--- config.mk ---
export PLATFORM = sky130hd
export DESIGN_NAME = control_sequencer_flat
export DESIGN_NICKNAME = d
export VERILOG_FILES = /design/src/rtl/control_sequencer_pkg.sv /design/src/rtl/control_sequencer_if.sv /design/src/rtl/control_sequencer_phase_gen.sv /design/src/rtl/control_sequencer.sv /design/src/flat_wrapper.sv
export SDC_FILE = /design/constraint.sdc
export NUM_CORES = 1
export LEC_CHECK = 0
export ABC_AREA = 1
export BUFFER_PORTS_ARGS = -buffer_cell sky130_fd_sc_hd__buf_2
export CAP_MARGIN = 5
export CORE_MARGIN = 2
export CORE_UTILIZATION = 41
export CTS_CLUSTER_DIAMETER = 30
export DETAILED_ROUTE_END_ITERATION = 8
export PLACE_DENSITY_LB_ADDON = 0.25
export SLEW_MARGIN = 30
export SYNTH_ARGS = -nofsm -noshare
export SYNTH_HDL_FRONTEND = slang
export SYNTH_SLANG_ARGS = --single-unit
--- constraint.sdc ---
create_clock -name clk -period 2.2 [get_ports clk]
set_clock_uncertainty 0.15 [all_clocks]
set_input_delay 0 -clock clk [delete_from_list [all_inputs] [get_ports clk]]
set_output_delay 0 -clock clk [all_outputs]
set_load 0.005 [all_outputs]
--- src/rtl/control_sequencer_pkg.sv ---
`default_nettype none
// ------------------------------------------------------------------
// Package : cpu_ctrl_pkg
// Shared encodings for the 8-bit CPU control unit.       Rev 1.0
// ------------------------------------------------------------------
package cpu_ctrl_pkg;

  // Step bit indices on the one-hot stepper bus ([5]=step1 .. [0]=step6)
  localparam int S1 = 5;
  localparam int S2 = 4;
  localparam int S3 = 3;
  localparam int S4 = 2;
  localparam int S5 = 1;
  localparam int S6 = 0;

  localparam logic [5:0] STEP1 = 6'b100000;
  localparam logic [5:0] STEP2 = 6'b010000;
  localparam logic [5:0] STEP3 = 6'b001000;
  localparam logic [5:0] STEP4 = 6'b000100;
  localparam logic [5:0] STEP5 = 6'b000010;
  localparam logic [5:0] STEP6 = 6'b000001;

  localparam int FLAG_C = 3;
  localparam int FLAG_A = 2;
  localparam int FLAG_E = 1;
  localparam int FLAG_Z = 0;

  localparam logic [2:0] ALU_ADD = 3'd0;
  localparam logic [2:0] ALU_SHR = 3'd1;
  localparam logic [2:0] ALU_SHL = 3'd2;
  localparam logic [2:0] ALU_NOT = 3'd3;
  localparam logic [2:0] ALU_AND = 3'd4;
  localparam logic [2:0] ALU_OR  = 3'd5;
  localparam logic [2:0] ALU_XOR = 3'd6;
  localparam logic [2:0] ALU_CMP = 3'd7;

  localparam logic [2:0] OP_LOAD  = 3'd0;
  localparam logic [2:0] OP_STORE = 3'd1;
  localparam logic [2:0] OP_DATA  = 3'd2;
  localparam logic [2:0] OP_JMPR  = 3'd3;
  localparam logic [2:0] OP_JMP   = 3'd4;
  localparam logic [2:0] OP_JMPIF = 3'd5;
  localparam logic [2:0] OP_CLF   = 3'd6;
  localparam logic [2:0] OP_IO    = 3'd7;

  typedef struct packed {
    logic [3:0] reg_en;
    logic [3:0] reg_set;
    logic       iar_en;
    logic       iar_set;
    logic       ram_en;
    logic       ram_set;
    logic       acc_en;
    logic       acc_set;
    logic       mar_set;
    logic       ir_set;
    logic       tmp_set;
    logic       flags_set;
    logic       bus1;
    logic [2:0] alu_op;
    logic       io_en;
    logic       io_set;
  } ctrl_t;

  function automatic logic is_onehot6(input logic [5:0] s);
    return (s != 6'd0) && ((s & (s - 6'd1)) == 6'd0);
  endfunction

endpackage
`default_nettype wire

--- src/rtl/control_sequencer_if.sv ---
`default_nettype none
// ------------------------------------------------------------------
// Interface : control_sequencer_if
// Step/IR/flags inputs and control strobes of the CPU control unit. Rev 1.0
// ------------------------------------------------------------------
interface control_sequencer_if;
  logic [5:0] step;
  logic [7:0] ir;
  logic [3:0] flags;
  logic       step_adv;
  logic [3:0] reg_en;
  logic [3:0] reg_set;
  logic       iar_en;
  logic       iar_set;
  logic       ram_en;
  logic       ram_set;
  logic       acc_en;
  logic       acc_set;
  logic       mar_set;
  logic       ir_set;
  logic       tmp_set;
  logic       flags_set;
  logic       bus1;
  logic [2:0] alu_op;
  logic       io_en;
  logic       io_set;
  logic       step_err;

  // The sequencer drives the control strobes; the datapath side consumes them
  modport master (
    input  step, ir, flags,
    output step_adv, reg_en, reg_set, iar_en, iar_set, ram_en, ram_set,
           acc_en, acc_set, mar_set, ir_set, tmp_set, flags_set, bus1,
           alu_op, io_en, io_set, step_err
  );

  modport slave (
    output step, ir, flags,
    input  step_adv, reg_en, reg_set, iar_en, iar_set, ram_en, ram_set,
           acc_en, acc_set, mar_set, ir_set, tmp_set, flags_set, bus1,
           alu_op, io_en, io_set, step_err
  );
endinterface
`default_nettype wire

--- src/rtl/control_sequencer_phase_gen.sv ---
`default_nettype none
// ------------------------------------------------------------------
// Module : phase_gen
// Phase counter splitting each step into N_PHASE clk phases.  Rev 1.0
// ------------------------------------------------------------------
module phase_gen #(
  parameter int N_PHASE   = 4,
  parameter int SET_PHASE = 2,
  localparam int PW       = $clog2(N_PHASE)
) (
  input  logic          clk,
  input  logic          reset,
  output logic [PW-1:0] phase_o,
  output logic          en_window_o,
  output logic          set_pulse_o,
  output logic          step_adv_o
);

  localparam logic [PW-1:0] LAST  = PW'(N_PHASE - 1);
  localparam logic [PW-1:0] SET_P = PW'(SET_PHASE);

  logic [PW-1:0] phase_q, phase_d;
  logic          step_adv_q;

  assign phase_d = (phase_q == LAST) ? '0 : phase_q + 1'b1;

  // Window/pulse qualify the phase about to start, so registered strobes line up with it
  assign en_window_o = (phase_d != '0) && (phase_d != LAST);
  assign set_pulse_o = (phase_d == SET_P);

  always_ff @(posedge clk or posedge reset) begin
    if (reset) begin
      phase_q    <= '0;
      step_adv_q <= 1'b0;
    end else begin
      phase_q    <= phase_d;
      step_adv_q <= (phase_d == LAST);
    end
  end

  assign phase_o    = phase_q;
  assign step_adv_o = step_adv_q;

endmodule
`default_nettype wire

--- src/rtl/control_sequencer.sv ---
`default_nettype none
// ------------------------------------------------------------------
// Module : control_sequencer
// Decodes {step, IR, flags} into phased enable/set strobes.  Rev 1.0
// ------------------------------------------------------------------
module control_sequencer
  import cpu_ctrl_pkg::*;
#(
  parameter int N_PHASE   = 4,
  parameter int SET_PHASE = 2
) (
  input  logic                       clk,
  input  logic                       reset,
  control_sequencer_if.master        cs_bus
);

  localparam int PW = $clog2(N_PHASE);

  logic [PW-1:0] phase;
  logic          en_window;
  logic          set_pulse;
  logic          step_adv;

  logic [5:0] step_q, step_d;
  logic [7:0] ir_q, ir_d;
  logic [3:0] flags_q, flags_d;
  logic       err_q, err_d;
  ctrl_t      ctrl_q, ctrl_d;
  ctrl_t      dec;
  logic [2:0] op;
  logic [1:0] ra, rb;

  phase_gen #(
    .N_PHASE   (N_PHASE),
    .SET_PHASE (SET_PHASE)
  ) u_phase_gen (
    .clk         (clk),
    .reset       (reset),
    .phase_o     (phase),
    .en_window_o (en_window),
    .set_pulse_o (set_pulse),
    .step_adv_o  (step_adv)
  );

  always_comb begin
    step_d  = step_q;
    ir_d    = ir_q;
    flags_d = flags_q;
    err_d   = err_q;
    if (phase == '0) begin
      step_d = cs_bus.step;
      ir_d   = cs_bus.ir;
      if (cs_bus.step == STEP6) flags_d = cs_bus.flags;
      if ((cs_bus.step != 6'd0) && !is_onehot6(cs_bus.step)) err_d = 1'b1;
    end
  end

  always_comb begin
    dec = '0;
    op  = ir_d[6:4];
    ra  = ir_d[3:2];
    rb  = ir_d[1:0];
    case (step_d)
      STEP1: begin
        dec.bus1 = 1'b1; dec.iar_en = 1'b1; dec.mar_set = 1'b1; dec.acc_set = 1'b1;
      end
      STEP2: begin dec.ram_en = 1'b1; dec.ir_set  = 1'b1; end
      STEP3: begin dec.acc_en = 1'b1; dec.iar_set = 1'b1; end
      STEP4: begin
        if (ir_d[7]) begin
          dec.reg_en[rb] = 1'b1; dec.tmp_set = 1'b1;
        end else begin
          case (op)
            OP_LOAD, OP_STORE: begin dec.reg_en[ra] = 1'b1; dec.mar_set = 1'b1; end
            OP_DATA, OP_JMPIF: begin
              dec.bus1 = 1'b1; dec.iar_en = 1'b1; dec.mar_set = 1'b1; dec.acc_set = 1'b1;
            end
            OP_JMPR: begin dec.reg_en[rb] = 1'b1; dec.iar_set = 1'b1; end
            OP_JMP:  begin dec.iar_en = 1'b1; dec.mar_set = 1'b1; end
            OP_CLF:  begin dec.bus1 = 1'b1; dec.flags_set = 1'b1; end
            default: begin
              if (ir_d[3]) begin dec.reg_en[rb] = 1'b1; dec.io_set = 1'b1; end
              else begin dec.io_en = 1'b1; dec.reg_set[rb] = 1'b1; end
            end
          endcase
        end
      end
      STEP5: begin
        if (ir_d[7]) begin
          dec.reg_en[ra] = 1'b1; dec.alu_op = op; dec.acc_set = 1'b1; dec.flags_set = 1'b1;
        end else begin
          case (op)
            OP_LOAD, OP_DATA: begin dec.ram_en = 1'b1; dec.reg_set[rb] = 1'b1; end
            OP_STORE: begin dec.reg_en[rb] = 1'b1; dec.ram_set = 1'b1; end
            OP_JMP:   begin dec.ram_en = 1'b1; dec.iar_set = 1'b1; end
            OP_JMPIF: begin dec.acc_en = 1'b1; dec.iar_set = 1'b1; end
            default: ;
          endcase
        end
      end
      STEP6: begin
        if (ir_d[7]) begin
          if (op != ALU_CMP) begin dec.acc_en = 1'b1; dec.reg_set[rb] = 1'b1; end
        end else begin
          case (op)
            OP_DATA: begin dec.acc_en = 1'b1; dec.iar_set = 1'b1; end
            // Conditional jump taken when any selected flag is set
            OP_JMPIF: begin
              if (|(ir_d[3:0] & flags_d)) begin dec.ram_en = 1'b1; dec.iar_set = 1'b1; end
            end
            default: ;
          endcase
        end
      end
      default: ;
    endcase
  end

  always_comb begin
    ctrl_d = '0;
    if (is_onehot6(step_d)) begin
      if (en_window) begin
        ctrl_d.reg_en = dec.reg_en;
        ctrl_d.iar_en = dec.iar_en;
        ctrl_d.ram_en = dec.ram_en;
        ctrl_d.acc_en = dec.acc_en;
        ctrl_d.io_en  = dec.io_en;
        ctrl_d.bus1   = dec.bus1;
        ctrl_d.alu_op = dec.alu_op;
      end
      if (set_pulse) begin
        ctrl_d.reg_set   = dec.reg_set;
        ctrl_d.iar_set   = dec.iar_set;
        ctrl_d.ram_set   = dec.ram_set;
        ctrl_d.acc_set   = dec.acc_set;
        ctrl_d.mar_set   = dec.mar_set;
        ctrl_d.ir_set    = dec.ir_set;
        ctrl_d.tmp_set   = dec.tmp_set;
        ctrl_d.flags_set = dec.flags_set;
        ctrl_d.io_set    = dec.io_set;
      end
    end
  end

  always_ff @(posedge clk or posedge reset) begin
    if (reset) begin
      step_q  <= '0;
      ir_q    <= '0;
      flags_q <= '0;
      err_q   <= 1'b0;
      ctrl_q  <= '0;
    end else begin
      step_q  <= step_d;
      ir_q    <= ir_d;
      flags_q <= flags_d;
      err_q   <= err_d;
      ctrl_q  <= ctrl_d;
    end
  end

  assign cs_bus.step_adv  = step_adv;
  assign cs_bus.step_err  = err_q;
  assign cs_bus.reg_en    = ctrl_q.reg_en;
  assign cs_bus.reg_set   = ctrl_q.reg_set;
  assign cs_bus.iar_en    = ctrl_q.iar_en;
  assign cs_bus.iar_set   = ctrl_q.iar_set;
  assign cs_bus.ram_en    = ctrl_q.ram_en;
  assign cs_bus.ram_set   = ctrl_q.ram_set;
  assign cs_bus.acc_en    = ctrl_q.acc_en;
  assign cs_bus.acc_set   = ctrl_q.acc_set;
  assign cs_bus.mar_set   = ctrl_q.mar_set;
  assign cs_bus.ir_set    = ctrl_q.ir_set;
  assign cs_bus.tmp_set   = ctrl_q.tmp_set;
  assign cs_bus.flags_set = ctrl_q.flags_set;
  assign cs_bus.bus1      = ctrl_q.bus1;
  assign cs_bus.alu_op    = ctrl_q.alu_op;
  assign cs_bus.io_en     = ctrl_q.io_en;
  assign cs_bus.io_set    = ctrl_q.io_set;

endmodule
`default_nettype wire

--- src/flat_wrapper.sv ---
// flat-port wrapper written by rule: the top's interface ports become plain ports
module control_sequencer_flat import cpu_ctrl_pkg::*;
#(
  parameter int N_PHASE   = 4,
  parameter int SET_PHASE = 2
)
  (clk, reset, cs_bus_step, cs_bus_ir, cs_bus_flags, cs_bus_step_adv, cs_bus_reg_en, cs_bus_reg_set, cs_bus_iar_en, cs_bus_iar_set, cs_bus_ram_en, cs_bus_ram_set, cs_bus_acc_en, cs_bus_acc_set, cs_bus_mar_set, cs_bus_ir_set, cs_bus_tmp_set, cs_bus_flags_set, cs_bus_bus1, cs_bus_alu_op, cs_bus_io_en, cs_bus_io_set, cs_bus_step_err);
  control_sequencer_if cs_bus_i ();
  input  logic clk;
  input  logic reset;
  input wire logic [$bits(cs_bus_i.step)-1:0] cs_bus_step;
  input wire logic [$bits(cs_bus_i.ir)-1:0] cs_bus_ir;
  input wire logic [$bits(cs_bus_i.flags)-1:0] cs_bus_flags;
  output wire logic [$bits(cs_bus_i.step_adv)-1:0] cs_bus_step_adv;
  output wire logic [$bits(cs_bus_i.reg_en)-1:0] cs_bus_reg_en;
  output wire logic [$bits(cs_bus_i.reg_set)-1:0] cs_bus_reg_set;
  output wire logic [$bits(cs_bus_i.iar_en)-1:0] cs_bus_iar_en;
  output wire logic [$bits(cs_bus_i.iar_set)-1:0] cs_bus_iar_set;
  output wire logic [$bits(cs_bus_i.ram_en)-1:0] cs_bus_ram_en;
  output wire logic [$bits(cs_bus_i.ram_set)-1:0] cs_bus_ram_set;
  output wire logic [$bits(cs_bus_i.acc_en)-1:0] cs_bus_acc_en;
  output wire logic [$bits(cs_bus_i.acc_set)-1:0] cs_bus_acc_set;
  output wire logic [$bits(cs_bus_i.mar_set)-1:0] cs_bus_mar_set;
  output wire logic [$bits(cs_bus_i.ir_set)-1:0] cs_bus_ir_set;
  output wire logic [$bits(cs_bus_i.tmp_set)-1:0] cs_bus_tmp_set;
  output wire logic [$bits(cs_bus_i.flags_set)-1:0] cs_bus_flags_set;
  output wire logic [$bits(cs_bus_i.bus1)-1:0] cs_bus_bus1;
  output wire logic [$bits(cs_bus_i.alu_op)-1:0] cs_bus_alu_op;
  output wire logic [$bits(cs_bus_i.io_en)-1:0] cs_bus_io_en;
  output wire logic [$bits(cs_bus_i.io_set)-1:0] cs_bus_io_set;
  output wire logic [$bits(cs_bus_i.step_err)-1:0] cs_bus_step_err;
  assign cs_bus_i.step = cs_bus_step;
  assign cs_bus_i.ir = cs_bus_ir;
  assign cs_bus_i.flags = cs_bus_flags;
  assign cs_bus_step_adv = cs_bus_i.step_adv;
  assign cs_bus_reg_en = cs_bus_i.reg_en;
  assign cs_bus_reg_set = cs_bus_i.reg_set;
  assign cs_bus_iar_en = cs_bus_i.iar_en;
  assign cs_bus_iar_set = cs_bus_i.iar_set;
  assign cs_bus_ram_en = cs_bus_i.ram_en;
  assign cs_bus_ram_set = cs_bus_i.ram_set;
  assign cs_bus_acc_en = cs_bus_i.acc_en;
  assign cs_bus_acc_set = cs_bus_i.acc_set;
  assign cs_bus_mar_set = cs_bus_i.mar_set;
  assign cs_bus_ir_set = cs_bus_i.ir_set;
  assign cs_bus_tmp_set = cs_bus_i.tmp_set;
  assign cs_bus_flags_set = cs_bus_i.flags_set;
  assign cs_bus_bus1 = cs_bus_i.bus1;
  assign cs_bus_alu_op = cs_bus_i.alu_op;
  assign cs_bus_io_en = cs_bus_i.io_en;
  assign cs_bus_io_set = cs_bus_i.io_set;
  assign cs_bus_step_err = cs_bus_i.step_err;
  control_sequencer #(.N_PHASE(N_PHASE), .SET_PHASE(SET_PHASE)) u_core (.clk(clk), .reset(reset), .cs_bus(cs_bus_i));
endmodule
### Word-level counts from Yosys, hierarchy flattened

Index checks and enable logic that the tools add are counted.

* register bits: 46
* latch bits: 0
* bits in writable memories: 0
* ROM bits: 0
* input port bits: 20
* output and inout bits: 26
* word-level logic and storage cells: 149
* memories: 0

* $add $sub $neg: 3
* $mul: 0
* div/mod/pow operators: 0
* order comparisons: 4
* eq/ne operators: 18
* shift operators: 0
* mux-type cells: 73
* bitwise operators: 3
* reduce and logical (&&, ||, !) cells: 26

Operator list (number)
* 4-bit 2-to-1 mux: 15
* 1-bit 2-to-1 mux: 28
* 24-bit 2-to-1 mux: 1
* 4-bit one-hot mux with 3 select lines: 2
* 2-bit 2-to-1 mux: 8
* 6-bit AND: 2
* 6-bit by 1-bit == test with 1-bit output, second input constant: 2
* 6-bit logical NOT: 2
* 6-bit 2-to-1 mux: 2
* 6-bit nonzero test: 2
* 6-bit by 1-bit subtractor with 6-bit output, second input constant: 2
* 5-bit 2-to-1 mux: 2
* 1-bit one-hot mux with 2 select lines: 5
* 3-bit == test, second input constant: 3
* 1-bit one-hot mux with 3 select lines: 3
* 3-bit OR reduction: 3
* 8-bit 2-to-1 mux: 1
* 4-bit one-hot mux with 2 select lines: 1
* 2-bit OR reduction: 4
* 4-bit OR reduction: 2
* 7-bit OR reduction: 1
* 2-bit == test, second input constant: 3
* 3-bit by 2-bit == test with 1-bit output, second input constant: 2
* 6-bit by 2-bit == test with 1-bit output, second input constant: 1
* other kinds (21): 30

### Longest topological paths before layout

* word-level depth: 12
* depth in mapped cells: 16

### Modules after synthesis

A second synthesis with hierarchy kept.

* cells, all modules: 360
* area, all modules: 2646.3 um2

By module, submodules not included
* control_sequencer: times used 1, cells each 348, area each 2511.2 um2, seq. area each 1076.0 um2
* phase_gen: times used 1, cells each 12, area each 135.1 um2, seq. area each 75.1 um2

### Worst setup path before layout

Ideal clock, no wire load.

* path type: register -> register
* start point: register u_core.u_phase_gen.phase_q[0] (netlist: u_core.u_phase_gen.phase_o[0])
* end point: register u_core.ctrl_q, in the netlist u_core.cs_bus.acc_set
* arrival: 1.749 ns
* data required time: 1.937 ns
* slack: 0.188 ns
* stages on the path, launching flop included: 13
* buffers on the path: 2
* clock period less this slack: 2.012 ns
* cells stage by stage: dfrtp_1 > inv_1 > ha_1 > buf_6 > buf_6 > o21ai_4 > inv_2 > nand3_1 > nand2_1 > a21oi_1 > nand2_1 > nand2_1 > inv_1

RTL lines
* start, declared: line control_sequencer_phase_gen.sv:22 `logic [PW-1:0] phase_q, phase_d;`
* start signal, assigned: line control_sequencer_phase_gen.sv:36 `phase_q <= phase_d;`
* end signal, assigned: line control_sequencer.sv:157 `ctrl_q <= ctrl_d;`
* end, declared: line control_sequencer.sv:28 `ctrl_t ctrl_q, ctrl_d;`

==> impl_metrics.json <==
{
  "multi_input_comb_area_um2": 1240,
  "critical_path_class": "reg -> reg",
  "netlist_top_cells_area": "dfrtp_1 (45%), nand2_1 (9.4%), inv_1 (5.5%), nand3_1 (4.3%), nor2_1 (3.5%)",
  "start_kind": "register",
  "clock-sinks": 46,
  "synth.largest_area_cell": "dfrtp_1",
  "worst-slew-pin-transition_ns": 0.365,
  "cap_violations": 0,
  "hold_viol": 0,
  "dr.first_iter.drc_count": 112,
  "seqCellArea_um2": 1150,
  "wl_per_cell_um": 12.6,
  "ioPinCount": 46,
  "end_kind": "register",
  "layout.cells.non_filler": 466,
  "syn_area_um2": 2550,
  "initial_core_util_pct": 42.8,
  "ir_drop_uv": 288,
  "setup_viol": 0,
  "core_area_um2": 5960,
  "dieArea_um2": 6860,
  "drc": 0,
  "routed_via_density": 4.72,
  "finalPower_mw": 1.68,
  "relSlewSlack_pct": 75.6,
  "grt_pass1_vias": 2200,
  "cts_made_buffers": 5,
  "h-tree-depth": 2,
  "dpl.cell_count": 436,
  "worstSkewPairLatency_ns": 0.30,
  "place.gp.congestion": 0.902,
  "io_buffers": 45,
  "root_buffer": "clkbuf_8",
  "cp_common_cell": "inv_2",
  "outcome": "finished, final reports clean",
  "dr_total_vias": 2198,
  "syn_nets": 326,
  "fin_crit_ns": 2.10,
  "fmax_mhz": 477,
  "cp_cell_sequence": "inv_2, ha_4, buf_12, nand2_1, nand2_4, inv_2, nor2_2, inv_2, nor2_4, inv_2, nor2_2, inv_1, nor2_1, nor2_1, nor2_1",
  "cp_data_arrival_time_ns": 2.18,
  "cts_tree": "yes",
  "fillers": 563,
  "synth.yosys.seq_area_share_pct": 45.2,
  "drtAntennaViolNets": 0,
  "dr.pass1.iters": 4,
  "avgSynthCellArea_um2": 8.43,
  "fin_crit_sh_pct": 95.2,
  "syn_inst": 302,
  "cts_buffer_depth": 2,
  "crit_path_top_delay_cell": "dfrtp_1",
  "dpl.hpwl_um": 4470,
  "die_w_um": 82.8,
  "drive_gt1_share_pct": 38.1,
  "synth_cell_types": 31,
  "antenna_cells": 0,
  "grt_usage_pct": 18.1,
  "rows": 28,
  "nNetsFinal": 414,
  "p_leak_nw": 1.76,
  "syn_to_final_growth_pct": 33.0,
  "grt_overflow": 0,
  "crit_required_ns": 2.28,
  "yosysWarnings": 0,
  "critPathMaxStageDelay_ns": 0.39,
  "synth_seq_cells": 46,
  "grt_max_degree": 26,
  "drv_slew": 0,
  "rsz0062_at_grt": "true",
  "wirelength_um": 5860,
  "crit_path_max_fanout": 19,
  "min_path_type": "in -> reg",
  "power_density_nw_per_um2": 496,
  "die_h_um": 82.8,
  "clk_pin_slew_ns": 0.09,
  "grt_pass1_wl_um": 10200,
  "synth_top_area_share_pct": 45.2,
  "antenna_found_initial": 0
}
per-stage QoR:
step | setup WS, ns | instance area [um2] | setup TNS (ns) | util, % | hold slack [ns]
after floorplan | 0.188 | 2550 | 0 | - | 0.0226
after global placement | 0.00301 | 2990 | 0 | 50.3 | -0.102
after detailed placement | -0.0692 | 2990 | -0.530 | 50.3 | -0.0871
after CTS | 0.0408 | 3310 | 0 | 55.5 | 0.0150
after global routing | -0.0268 | 3390 | -0.123 | 56.9 | 0.0531
final | 0.105 | 3390 | 0 | 56.9 | 0.0345
layout make-up:
class	instances	share of cell area, %
multi-input cells	205	36.8
clock buffers	7	2.84
inverters	47	5.50
repair buffers	85	17.9
clock inverters	1	0.259
well taps	75	2.77
flip-flops and latches	46	34.0
worst paths after layout:
kind                                          startpoint                 endpoint  slack, ns  depth (start not counted)
max in group asynchronous                          reset         u_core.step_q[3]       1.51                          4
min in group asynchronous                          reset  u_core.cs_bus.reg_en[1]       0.12                          4
hold / removal                              cs_bus_ir[3]           u_core.ir_q[3]       0.03                          5
setup reg to reg           u_core.u_phase_gen.phase_o[0]    u_core.cs_bus.iar_set       0.10                         15
setup / recovery           u_core.u_phase_gen.phase_o[0]    u_core.cs_bus.iar_set       0.10                         15
hold reg to reg                   u_core.cs_bus.step_err   u_core.cs_bus.step_err       0.32                          1
layer usage:
| metal | GRT usage (%) | vias up | wire (um) |
|---|---|---|---|
| met3 | 3.38 | 10 | 280 |
| li1 | - | 1131 | - |
| met2 | 31.6 | 49 | 2960 |
| met1 | 22.8 | 1008 | 2510 |
| met5 | 0 | - | 0 |
| met4 | 5.37 | 0 | 109 |
critical path, delay by kind of cell, from the launching register on:
kind          cells  cell delay (ns)
flops             1             0.39
fa+ha+maj         1             0.17
simple gates      8             0.84
buf+inv           6             0.46
power breakdown:
group / switching (mW) / internal (mW)
logic: 0.141 / 0.0963
registers: 0.00681 / 0.863
clock network: 0.285 / 0.288
total: 0.433 / 1.25
repair_timing:
item	4_1_cts	5_1_grt
cloned	0	0
setup endpoints to repair	18	22
hold buffers	17	0
setup buffers	1	4
pin swaps	1	7
endpoints found under the hold margin	64	0
resized for setup	6	16
cells in the mapped netlist:
| library cell | number |
|---|---|
| nor2_1 | 24 |
| or2_2 | 1 |
| nand3_4 | 1 |
| buf_6 | 4 |
| nand2_4 | 4 |
| inv_1 | 37 |
| o21ai_1 | 9 |
| dfrtp_1 | 46 |
| nor3_1 | 1 |
| or2_4 | 1 |
| nand3_1 | 22 |
| and2_1 | 4 |
| o21ai_2 | 3 |
| a21boi_0 | 1 |
| o2111ai_1 | 1 |
| nor3_2 | 4 |
| a21o_1 | 1 |
| nand2_1 | 64 |
| nand3_2 | 5 |
| o21ai_4 | 2 |
| inv_2 | 9 |
| xnor2_1 | 1 |
| inv_6 | 1 |
| nand2_2 | 9 |
| nor2_4 | 7 |
| ha_1 | 4 |
| a21oi_1 | 11 |
| nor2_2 | 12 |
| o21ai_0 | 6 |
| nand3b_1 | 4 |
| nand4_1 | 3 |
layout by cell type (no fill, tap or decap), types with 2 or more instances in the layout:
cell type and count:
nand2_1 61, dfrtp_1 46, buf_2 45, inv_1 33, nor2_1 24, nand3_1 22
buf_4 20, dlygate4sd3_1 17, nand2_2 11, inv_2 11, nor2_2 10, nor2_4 9
o21ai_1 7, a21oi_1 7, clkbuf_8 7, o21ai_0 6, nand2_4 5, o21ai_2 5
and2_1 4, nand3b_1 4, a21oi_2 4, nand3_2 4, nor3_2 4, nand4_1 3
ha_1 3, buf_12 3, inv_6 2, o21ai_4 2, nand3_4 2
sequential cells by signal (all words and copies together), names as in the netlist, 2 cells and up:
| register | cells |
|---|---|
| u_core.cs_bus.reg_en | 4 |
| u_core.ir_q | 8 |
| u_core.step_q | 6 |
| u_core.cs_bus.alu_op | 3 |
| u_core.u_phase_gen.phase_o | 2 |
| u_core.flags_q | 4 |
| u_core.cs_bus.reg_set | 4 |
kinds of logic after synthesis:
kind of cell / share of synthesized area [%]
simple gates: 35.2
buf+inv: 8.89
flops: 45.2
compound gates: 8.35
fa+ha+maj: 1.97
xor+xnor: 0.344
(Power assumes the default switching activity.)
